[src/rtl/restador_pkg.sv]
// Shared definitions for the bit-serial subtractor: FSM state encoding and
// the default operand width.
package restador_pkg;

    localparam logic [1:0] ST_IDLE  = 2'd0;
    localparam logic [1:0] ST_SHIFT = 2'd1;
    localparam logic [1:0] ST_DONE  = 2'd2;

    localparam int DEF_WIDTH = 8;

    typedef enum logic [1:0] {
        S_IDLE  = ST_IDLE,
        S_SHIFT = ST_SHIFT,
        S_DONE  = ST_DONE
    } state_e;

endpackage

[src/rtl/restador1bit.sv]
// 1-bit full-subtractor cell: dif = a - b - b_in, with borrow out.
// Gate-level structure mirrors the companion full-adder cell.
module restador1bit (
    input  logic a,
    input  logic b,
    input  logic b_in,
    output logic dif,
    output logic b_out
);

    wire a_x_b;
    wire a_n;
    wire a_x_b_n;
    wire brw_gen;
    wire brw_prop;

    xor g_x0 (a_x_b, a, b);
    xor g_x1 (dif, a_x_b, b_in);

    // Borrow is generated by 0-1, or propagated when a and b are equal.
    not g_n0 (a_n, a);
    and g_a0 (brw_gen, a_n, b);
    not g_n1 (a_x_b_n, a_x_b);
    and g_a1 (brw_prop, a_x_b_n, b_in);
    or  g_o0 (b_out, brw_gen, brw_prop);

endmodule

[src/rtl/restador_serial.sv]
// Bit-serial two's-complement subtractor: one bit per clock, LSB first,
// with start/busy/done handshake and borrow/overflow/zero status flags.
//
// state   | meaning
// IDLE    | waiting for start; operands loaded on accept
// SHIFT   | one difference bit per cycle, WIDTH cycles
// DONE    | single-cycle done pulse; start here begins the next operation
module restador_serial
    import restador_pkg::*;
#(
    parameter int WIDTH = DEF_WIDTH,
    parameter int CNT_W = $clog2(WIDTH)
) (
    input  logic             clk,
    input  logic             rst_n,
    input  logic             start,
    input  logic [WIDTH-1:0] a,
    input  logic [WIDTH-1:0] b,
    output logic             busy,
    output logic             done,
    output logic [WIDTH-1:0] diff,
    output logic             b_out,
    output logic             ovf,
    output logic             zero
);

    state_e           state_q;
    logic [WIDTH-1:0] sa_q;
    logic [WIDTH-1:0] sb_q;
    logic [WIDTH-1:0] res_q;
    logic [CNT_W-1:0] cnt_q;
    logic             borrow_q;

    logic             busy_q;
    logic             done_q;
    logic [WIDTH-1:0] diff_q;
    logic             b_out_q;
    logic             ovf_q;
    logic             zero_q;

    logic             bit_dif;
    logic             bit_bn;
    logic [WIDTH-1:0] res_d;

    restador1bit u_cell (
        .a     (sa_q[0]),
        .b     (sb_q[0]),
        .b_in  (borrow_q),
        .dif   (bit_dif),
        .b_out (bit_bn)
    );

    // New difference bit enters at the MSB; after WIDTH shifts bit 0 is the LSB.
    assign res_d = (res_q >> 1) | {bit_dif, {(WIDTH-1){1'b0}}};

    always_ff @(posedge clk) begin
        if (!rst_n) begin
            state_q  <= S_IDLE;
            sa_q     <= '0;
            sb_q     <= '0;
            res_q    <= '0;
            cnt_q    <= '0;
            borrow_q <= 1'b0;
            busy_q   <= 1'b0;
            done_q   <= 1'b0;
            diff_q   <= '0;
            b_out_q  <= 1'b0;
            ovf_q    <= 1'b0;
            zero_q   <= 1'b0;
        end else begin
            case (state_q)
                S_IDLE: begin
                    done_q <= 1'b0;
                    if (start) begin
                        sa_q     <= a;
                        sb_q     <= b;
                        res_q    <= '0;
                        cnt_q    <= '0;
                        borrow_q <= 1'b0;
                        busy_q   <= 1'b1;
                        state_q  <= S_SHIFT;
                    end
                end
                S_SHIFT: begin
                    sa_q     <= sa_q >> 1;
                    sb_q     <= sb_q >> 1;
                    res_q    <= res_d;
                    borrow_q <= bit_bn;
                    cnt_q    <= cnt_q + 1'b1;
                    if (cnt_q == CNT_W'(WIDTH-1)) begin
                        // borrow_q is the borrow into the MSB, bit_bn the borrow out of it.
                        state_q <= S_DONE;
                        busy_q  <= 1'b0;
                        done_q  <= 1'b1;
                        diff_q  <= res_d;
                        b_out_q <= bit_bn;
                        ovf_q   <= borrow_q ^ bit_bn;
                        zero_q  <= (res_d == '0);
                    end
                end
                S_DONE: begin
                    done_q <= 1'b0;
                    if (start) begin
                        sa_q     <= a;
                        sb_q     <= b;
                        res_q    <= '0;
                        cnt_q    <= '0;
                        borrow_q <= 1'b0;
                        busy_q   <= 1'b1;
                        state_q  <= S_SHIFT;
                    end else begin
                        state_q <= S_IDLE;
                    end
                end
                default: begin
                    state_q <= S_IDLE;
                    busy_q  <= 1'b0;
                    done_q  <= 1'b0;
                end
            endcase
        end
    end

    assign busy  = busy_q;
    assign done  = done_q;
    assign diff  = diff_q;
    assign b_out = b_out_q;
    assign ovf   = ovf_q;
    assign zero  = zero_q;

endmodule

[config.mk]
export PLATFORM = sky130hd
export DESIGN_NAME = restador_serial
export DESIGN_NICKNAME = d
export VERILOG_FILES = /design/src/rtl/restador_pkg.sv /design/src/rtl/restador1bit.sv /design/src/rtl/restador_serial.sv
export SDC_FILE = /design/constraint.sdc
export NUM_CORES = 1
export LEC_CHECK = 0
export ABC_AREA = 1
export CAP_MARGIN = 20
export CORE_ASPECT_RATIO = 0.6
export CORE_MARGIN = 1.5
export CORE_UTILIZATION = 52
export DETAILED_ROUTE_END_ITERATION = 8
export PLACE_DENSITY = 0.79
export SKIP_CTS_REPAIR_TIMING = 1
export SLEW_MARGIN = 0
export SYNTH_ARGS = -nofsm -noshare
export SYNTH_HDL_FRONTEND = slang
export SYNTH_SLANG_ARGS = --single-unit
[constraint.sdc]
create_clock -name clk -period 1.7 [get_ports clk]
set_clock_uncertainty 0.2 [all_clocks]
set_input_delay 0.34 -clock clk [delete_from_list [all_inputs] [get_ports clk]]
set_output_delay 0.34 -clock clk [all_outputs]
set_load 0.03 [all_outputs]
==> key figures <==
GRT
  – Grt ovf: 0
  – Global-route track usage on met2: between 30% and 40%
  – Met3 Resource Use GR: under 10%
  – Initial antenna violation count: 0
  – Number of global-route vias before repair: about 1500
  – Maximum number of pins on one net before global-route repair: 35
  – Global-route wire length before repair: about 7000 um
  – Total routing resource utilization after global routing: about 22%
  – Met1 demand-to-capacity share in global routing: about 33%
  – Grt peak-use layer: met2

Place
  – Post-placement setup slack: 0.03990 ns
  – Quantity of I/O buffers inserted on ports: 31
  – Half-perimeter wire length of the detailed placement result: between 2000 and 3000 um
  – Number of placed cells counting well taps: about 330
  – Routability Congestion: 0.7689

Cells and area
  – Number of nets in the layout: 316
  – Most frequent cells in the layout: sky130_fd_sc_hd__nand2_1, sky130_fd_sc_hd__dfxtp_1, sky130_fd_sc_hd__nor2_1
  – Antenna diode count: 0
  – Commonest non-fill, non-tap cell in the layout: sky130_fd_sc_hd__nand2_1
  – Area growth from synthesis to layout: 26.85%
  – Number of standard cells in the final layout excluding fillers: 340
  – Fill cell instance count of the final layout: ~270
  – Fraction of final layout cells sized beyond drive strength 1: between 9 and 10%

Synth
  – Combinational family with the most area after synthesis: simple AND/OR/NAND/NOR gates
  – Synthesized instance count: roughly 260
  – Synthesized cell area: around 1900 um2
  – Mapped Avg Cell Area: around 7.3 um2
  – Fraction of post-synthesis cell area in the top cell type by area: between 40% and 50%
  – Area share of fa/ha/maj cells after synthesis: under 10%
  – Warning count from the yosys run: 0
  – Post-synth cell types: 20
  – Simple-gate portion of the synthesized area: around two fifths
  – Multiplexer share of the synthesized area: 0%
  – Xor-xnor portion of the synthesized cell area: less than 1%
  – Compound-cell area share of the yosys netlist: under 10%
  – Top cell type by total area after synthesis: sky130_fd_sc_hd__dfxtp_1
  – Leading post-synthesis cells by cell area: sky130_fd_sc_hd__dfxtp_1, sky130_fd_sc_hd__nand2_1, sky130_fd_sc_hd__nor2_1
  – Seq/Total Area, Yosys: 44.77%
  – Post-Synthesis Net Count: about 280
  – Count of state elements after synthesis: between 40 and 50

Worst setup path
  – Worst EP required: ~1.7 ns
  – Startpoint of the worst register-to-register path: cnt_q[0]$_SDFFE_PN0P_
  – Maximum net fanout on the critical path: 10
  – Ordered cell list for the critical path: ha_1, ha_1, nand3_2, buf_4, nand2_1, nand2_1, nor2_1
  – Reg2Reg Capture Point: ovf$_SDFFE_PN0P_
  – Highest-delay cell along the critical path: sky130_fd_sc_hd__dfxtp_1
  – Setup crit start kind: register
  – Depth of the worst register-to-register path: 7
  – Worst Setup Path Type: register to register
  – Crit path largest cell delay: approximately 0.37 ns
  – Endpoint kind of the worst setup timing path: register
  – Critical Path AT: roughly 1.6 ns
  – R2r setup slk: about 0.12 ns

Clocking
  – Buffers from clock root to sink, at most: 2
  – Clk_lat worst skew: around 0.29 ns
  – CTS clock-pin slew for the worst setup and hold paths: around 0.08 ns
  – Number of CTS-inserted buffers: 5
  – Clk root buf: sky130_fd_sc_hd__clkbuf_8
  – H-tree depth reported by CTS: 2
  – Clock tree sinks: between 40 and 50
  – CTS tree: built

Die
  – Die Outline Area: approximately 4000 um2
  – Row cnt: 16
  – Die outline height: just under 50 um
  – Core box area: ~3300 um2
  – Count of boundary I/O pins: 32
  – Horizontal die dimension: 80.59 um
  – Initial core utilization: between 50% and 60%

STA
  – Headroom to the max-slew limit: ~76%
  – Highest attainable clock frequency: approximately 630 MHz
  – Count of final max-slew check failures: 0
  – Slew of the pin with the lowest slew margin: between 0.3 and 0.4 ns
  – RSZ-0062 raised after global routing: false
  – Period minus WS final: ~1.6 ns
  – Post-route setup TNS: 0 ns
  – Post-route worst hold slack: roughly 0.26 ns
  – Number of setup violations in the final report: 0
  – Final critical-path share of the clock period: 93.03%
  – Final Hold Violating Endpoints: 0
  – Final Worst Setup Slack: around 0.12 ns

Drt
  – Count of vias placed by the detailed router: 1714
  – Aggregate routed wire length: slightly below 4000 um
  – DRT antenna net count: 0
  – 1st-pass router iterations: 4
  – Post-DR vias/cell: 5.041
  – Remaining design rule violation count: 0
  – Count of routing violations after the opening detailed-route iteration: slightly below 90
  – Routed length per placed instance: approximately 12 um

Worst hold path
  – Startpoint of the worst hold path: diff[0]$_SDFFE_PN0P_
  – End of the worst hold path: diff[0]$_SDFFE_PN0P_
  – Path category of the worst min-delay check: register to register
  – Hold Path Depth: 2

Status
  – Result of the run: completed

Pwr
  – Total leakage power: ~0.0013 uW
  – Peak ir drop on the vdd network: about 0.0007 V
  – Power per cell area: ~900 nW/um2

Job
  – Max-capacitance violation count: 0
state kept, by name, summed over array words and instances (netlist names):
signal / count
diff: 8
res_q: 7
zero: 1
ovf: 1
cnt_q: 3
b_out: 1
sa_q: 8
sb_q: 8
busy: 1
state_q: 2
borrow_q: 1
done: 1
how the worst max path moves through the flow:
stage                           from                    end  slack [ns]  cells after the start
2_1_floorplan  cnt_q[0]$_SDFFE_PN0P_   diff[6]$_SDFFE_PN0P_        0.21                      6
3_3_place_gp                   start   sb_q[1]$_SDFFE_PN0P_        0.08                      6
3_5_place_dp                   rst_n  res_q[5]$_SDFFE_PN0P_        0.04                      5
4_1_cts         diff[5]$_SDFFE_PN0P_                diff[5]       -0.20                      1
5_1_grt        cnt_q[0]$_SDFFE_PN0P_   diff[6]$_SDFFE_PN0P_        0.03                      6
6_report       cnt_q[0]$_SDFFE_PN0P_       ovf$_SDFFE_PN0P_        0.12                      7
cell usage after synthesis, drive strengths merged:
master and count:
o21a 1, a21oi 7, o21ai 12, fa 1, nor2 41, nand3 17, buf 13, inv 11
ha 2, xor2 1, nand3b 12, dfxtp 42, nand2 99
report_power, final:
group	internal [uW]	switching, uW
clock	432	331
combinational	143	184
sequential	1030	27.7
worst max-delay path: cells and delay by family (launching register included):
| kind | cells | cell delay (ns) |
|---|---|---|
| fa+ha+maj | 2 | 0.42 |
| flops | 1 | 0.37 |
| simple gates | 4 | 0.33 |
| buf+inv | 1 | 0.21 |
routing by layer:
metal | share of wire [%] | vias to the layer above | routed length (um)
met4 | 0.23 | 0 | 9
met1 | 51 | 787 | 2020
met5 | 0 | - | 0
met2 | 44 | 43 | 1725
met3 | 5.3 | 2 | 209
li1 | - | 882 | -
per-stage QoR:
step                instance area [um2]  power [uW]  utilization (%)
finish                             2382        2150            71.26
global route                       2382        2251            71.26
CTS                                2345        2160            70.13
detailed placement                 2236        1407            66.88
global placement                   2236        1400            66.88
floorplan                          1878        1314                -
area by class of cell:
type                            instances  area (um2)  area share, %
Clock buffer                            5       68.82          2.889
Clock inverter                          3       40.04          1.681
Inverter                               11       46.29          1.943
Multi-Input combinational cell        193       899.6          37.76
Sequential cell                        42       840.8          35.29
Tap cell                               45       56.30          2.363
Timing Repair Buffer                   41       430.4          18.07
cells by family (layout without fill, tap and decap cells):
group / count (synthesis) / in the layout
fa+ha+maj: 3 / 3
buf+inv: 24 / 60
simple gates: 169 / 169
flops: 42 / 42
xor+xnor: 1 / 1
compound gates: 20 / 20
No activity file was read; power rests on OpenSTA's default activity.
==> RTL edit 1, RTL diff (same flow settings) <==
Change the package constant `DEF_WIDTH` from 8 to 4.
--- a/src/rtl/restador_pkg.sv
+++ b/src/rtl/restador_pkg.sv
@@ -7,5 +7,5 @@
     localparam logic [1:0] ST_DONE  = 2'd2;
 
-    localparam int DEF_WIDTH = 8;
+    localparam int DEF_WIDTH = 4;
 
     typedef enum logic [1:0] {
Ports: changed (resized a, b and diff); port bits go from 32 to 20. The function was not compared with the original's and may differ.
==> RTL edit 1 against the original RTL <==
Worst setup slack improved by 77 ps. Largest cell class unchanged. Global-route usage is 2.0 points lower. Utilization shrank 3.6 points. Final area decreased by 38%. Largest power group unchanged. Sequential cell count shrank 17. Critical path type unchanged. Synthesized area shrank 35%. Total power down 44%. Via count fell by 40%. Routed wire length is 40% lower. Combinational power fell by 35%.
==> RTL edit 1: results (changes against the original RTL) <==
Logic synthesis
  • Synth Net Count: 177 (was 281)
  • Adder-cell share of the synthesized area: 2.65% (was 2.40%)
  • Post-synthesis compound-gate area fraction: 5.92% (was 5.46%)
  • Largest cells by area after synthesis: dfxtp_1 41%, nand2_1 15%, nor2_1 7.7%, inv_1 6.7%, nand3_2 6.5% (was dfxtp_1 45%, nand2_1 19%, nor2_1 7.8%, nand3b_1 4.8%, nand3_1 4.5%)
  • Post-synthesis xor/xnor area fraction: 0.714% (was 0.466%)
  • Register area share after synthesis: 40.8% (was 44.8%)
  • Most common library cells after synthesis: 48 x nand2_1, 25 x dfxtp_1, 25 x nor2_1 (was 96 x nand2_1, 42 x dfxtp_1, 39 x nor2_1)

Power
  • VDD IR max: 0.576 mV (was 0.690 mV)
  • Clock-net power: 0.000352 W (was 0.000763 W)
  • Psw: 0.000329 W (was 0.000543 W)
  • LEAKAGE: 0.849 nW (was 1.30 nW)

Worst setup path
  • Critical path arrival: 1470 ps (was 1610 ps)
  • R2R depth: 5 (was 7)
  • CP Max Fanout: 13 (was 10)

Placement
  • GPL Wtd Cong: 0.841 (was 0.769)
  • Detailed Place HPWL: 1.83 mm (was 2.67 mm)
  • I/O Buffers: 19 (was 31)

Cells and area
  • Inverters: 24 (was 11)
  • ClkCell Share: 3.03% (was 4.57%)
  • Comb_multi_in: 109 (was 193)
  • Register area: 500 um^2 (was 841 um^2)
  • NonClk Buf Share: 17.4% (was 18.1%)
  • Fillers: 187 (was 268)
  • Number of signal-net buffers in the layout: 25 (was 41)
  • Layout cell share with drive strength beyond 1: 11.8% (was 9.15%)
  • Nets: 201 (was 316)

Clock network
  • CTS Sinks: 25 (was 42)
  • H-tree Lvls: 1 (was 2)

Detailed routing
  • Vias/cell: 4.75 (was 5.04)
  • Initial drt markers: 58 (was 87)
  • Met1 WL: 1.18 mm (was 2.02 mm)
  • DR WL met3: 133 um (was 209 um)
  • Routed wire length: 2.40 mm (was 3.96 mm)

Global routing
  • Largest net degree at the start of global routing: 14 (was 35)
  • First-pass GRT wire length: 3.88 mm (was 6.84 mm)
  • Number of global-route vias before repair: 862 (was 1,494)

STA
  • Normalized max-slew margin: 73.6% (was 76.3%)
  • Worst hold slack: 276 ps (was 263 ps)

Worst hold path
  • Worst hold path endpoint: cnt_q[1]$_SDFFE_PN0P_ (was diff[0]$_SDFFE_PN0P_)
  • Hold Startpoint: cnt_q[1]$_SDFFE_PN0P_ (was diff[0]$_SDFFE_PN0P_)

Status
  • Status: finished clean (unchanged)
-- RTL edit 1: cell types whose count changed after synthesis, moves of 5 or more --
cell      change
nand3b_1     -12
buf_2         -5
inv_1        +14
nand2_1      -48
nand3_2       +8
dfxtp_1      -17
nor2_1       -14
o21ai_0       -6
nand3_1      -10
-- RTL edit 1: per-layer routing --
metal	GRT usage, %	vias to the layer above
met2	34.6	25
met4	4.69	0
li1	-	545
met5	0	-
met3	6.04	4
met1	26.0	456
-- RTL edit 1: metrics by stage --
stage                     worst slack (ps)  TNS [ps]  cell area [um^2]  power, W  std cells
final                                  196         0              1490   0.00120        217
after global routing                   110         0              1490   0.00126        217
after CTS                             -152     -1140              1460   0.00121        217
after detailed placement             -45.3     -54.8              1420  0.000863        213
after global placement                46.9         0              1420  0.000855        213
after floorplan                        330         0              1230  0.000811        164
-- RTL edit 1: worst max-delay path: stages, from the launching register on --
cell     delay (ps)
dfxtp_1         570
nand2_4         210
nand2_1         160
inv_2            90
nor2_1          110
nor2_1           60
==> RTL edit 2, RTL diff (same settings) <==
Without the edit above. Register the output `ovf` once more, cleared by the reset; this adds one clock of latency there. The other outputs are not delayed to match.
--- a/src/rtl/restador_serial.sv
+++ b/src/rtl/restador_serial.sv
@@ -126,5 +126,11 @@
     assign diff  = diff_q;
     assign b_out = b_out_q;
-    assign ovf   = ovf_q;
+    always_ff @(posedge clk) begin
+        if (!rst_n) begin
+            ovf <= '0;
+        end else begin
+            ovf <= ovf_q;
+        end
+    end
     assign zero  = zero_q;
 
Function: changed (a bounded check fails within 10 cycles, from zero or initial values and one cycle with rst_n low).
==> RTL edit 2 against the original RTL <==
Total power shrank 4.5%. Worst setup slack gained 4.3 ps. Sequential cell count grew 1. Synthesized area grew 2.1%. Routed wire length grew 0.25%. Final area grew 1.3%. Sequential share of layout area grew 0.39 points.
==> RTL edit 2: results (changes against the original RTL) <==
Status
  • Status: finished clean (unchanged)

Detailed routing
  • Wire length per cell: 11.5 um (was 11.7 um)
  • Initial drt markers: 83 (was 87)
  • Routed wl met2: 1.57 mm (was 1.73 mm)
  • DR WL met3: 244 um (was 209 um)

Global routing
  • Total track usage: 22.3% (about the same)
  • Met2 global-route usage: 31.7% (was 33.5%)
  • Met1 Track Usage GR: 33.0% (was 32.8%)
  • Met3 usage: 5.74% (was 5.00%)

Cells and area
  • Inverters: 15 (was 11)
  • FFs & Latches: 43 (was 42)
  • Fillers: 283 (was 268)
  • Non-Filler Instances: 345 (was 340)
  • Multi-input combinational area share: 38.0% (was 37.8%)
  • NonClk Buf Share: 17.9% (was 18.1%)

Logic synthesis
  • Synth Area per Inst: 7.32 um^2 (was 7.25 um^2)
  • Most common library cells after synthesis: 91 x nand2_1, 43 x dfxtp_1, 29 x nor2_1 (was 96 x nand2_1, 42 x dfxtp_1, 39 x nor2_1)
  • Register area share after synthesis: 44.9% (was 44.8%)

Worst setup path
  • CP Max Fanout: 15 (was 10)
  • R2R depth: 8 (was 7)

STA
  • Normalized max-slew margin: 77.5% (was 76.3%)

Power
  • Combinational power: 0.000350 W (was 0.000326 W)
  • LEAKAGE: 1.32 nW (was 1.30 nW)
  • PD cells: 852 nW/um^2 (was 903 nW/um^2)
  • Overall power: 0.00205 W (was 0.00215 W)
  • Clock-net power: 0.000619 W (was 0.000763 W)
RTL edit 2: cell types whose count changed after synthesis, sizes merged, moves of 2 or more:
| cell | before | now |
|---|---|---|
| inv | 11 | 14 |
| o21ai | 12 | 10 |
| nand2 | 99 | 94 |
| nor2 | 41 | 39 |
| nand3 | 17 | 19 |
| a21oi | 7 | 10 |
| buf | 13 | 10 |
| clkbuf | 0 | 3 |
RTL edit 2: cell families after synthesis:
group / synth area share (%)
buf+inv: 7.37
flops: 44.9
fa+ha+maj: 2.35
xor+xnor: 0.457
compound gates: 5.61
simple gates: 39.3
RTL edit 2: worst paths after layout:
path,start,endpoint,slack [ps]
max,cnt_q[0]$_SDFFE_PN0P_,ovf_q$_SDFFE_PN0P_,120
min,ovf_q$_SDFFE_PN0P_,ovf$_SDFF_PN0_,240
max reg2reg,cnt_q[0]$_SDFFE_PN0P_,ovf_q$_SDFFE_PN0P_,120
min reg2reg,ovf_q$_SDFFE_PN0P_,ovf$_SDFF_PN0_,240
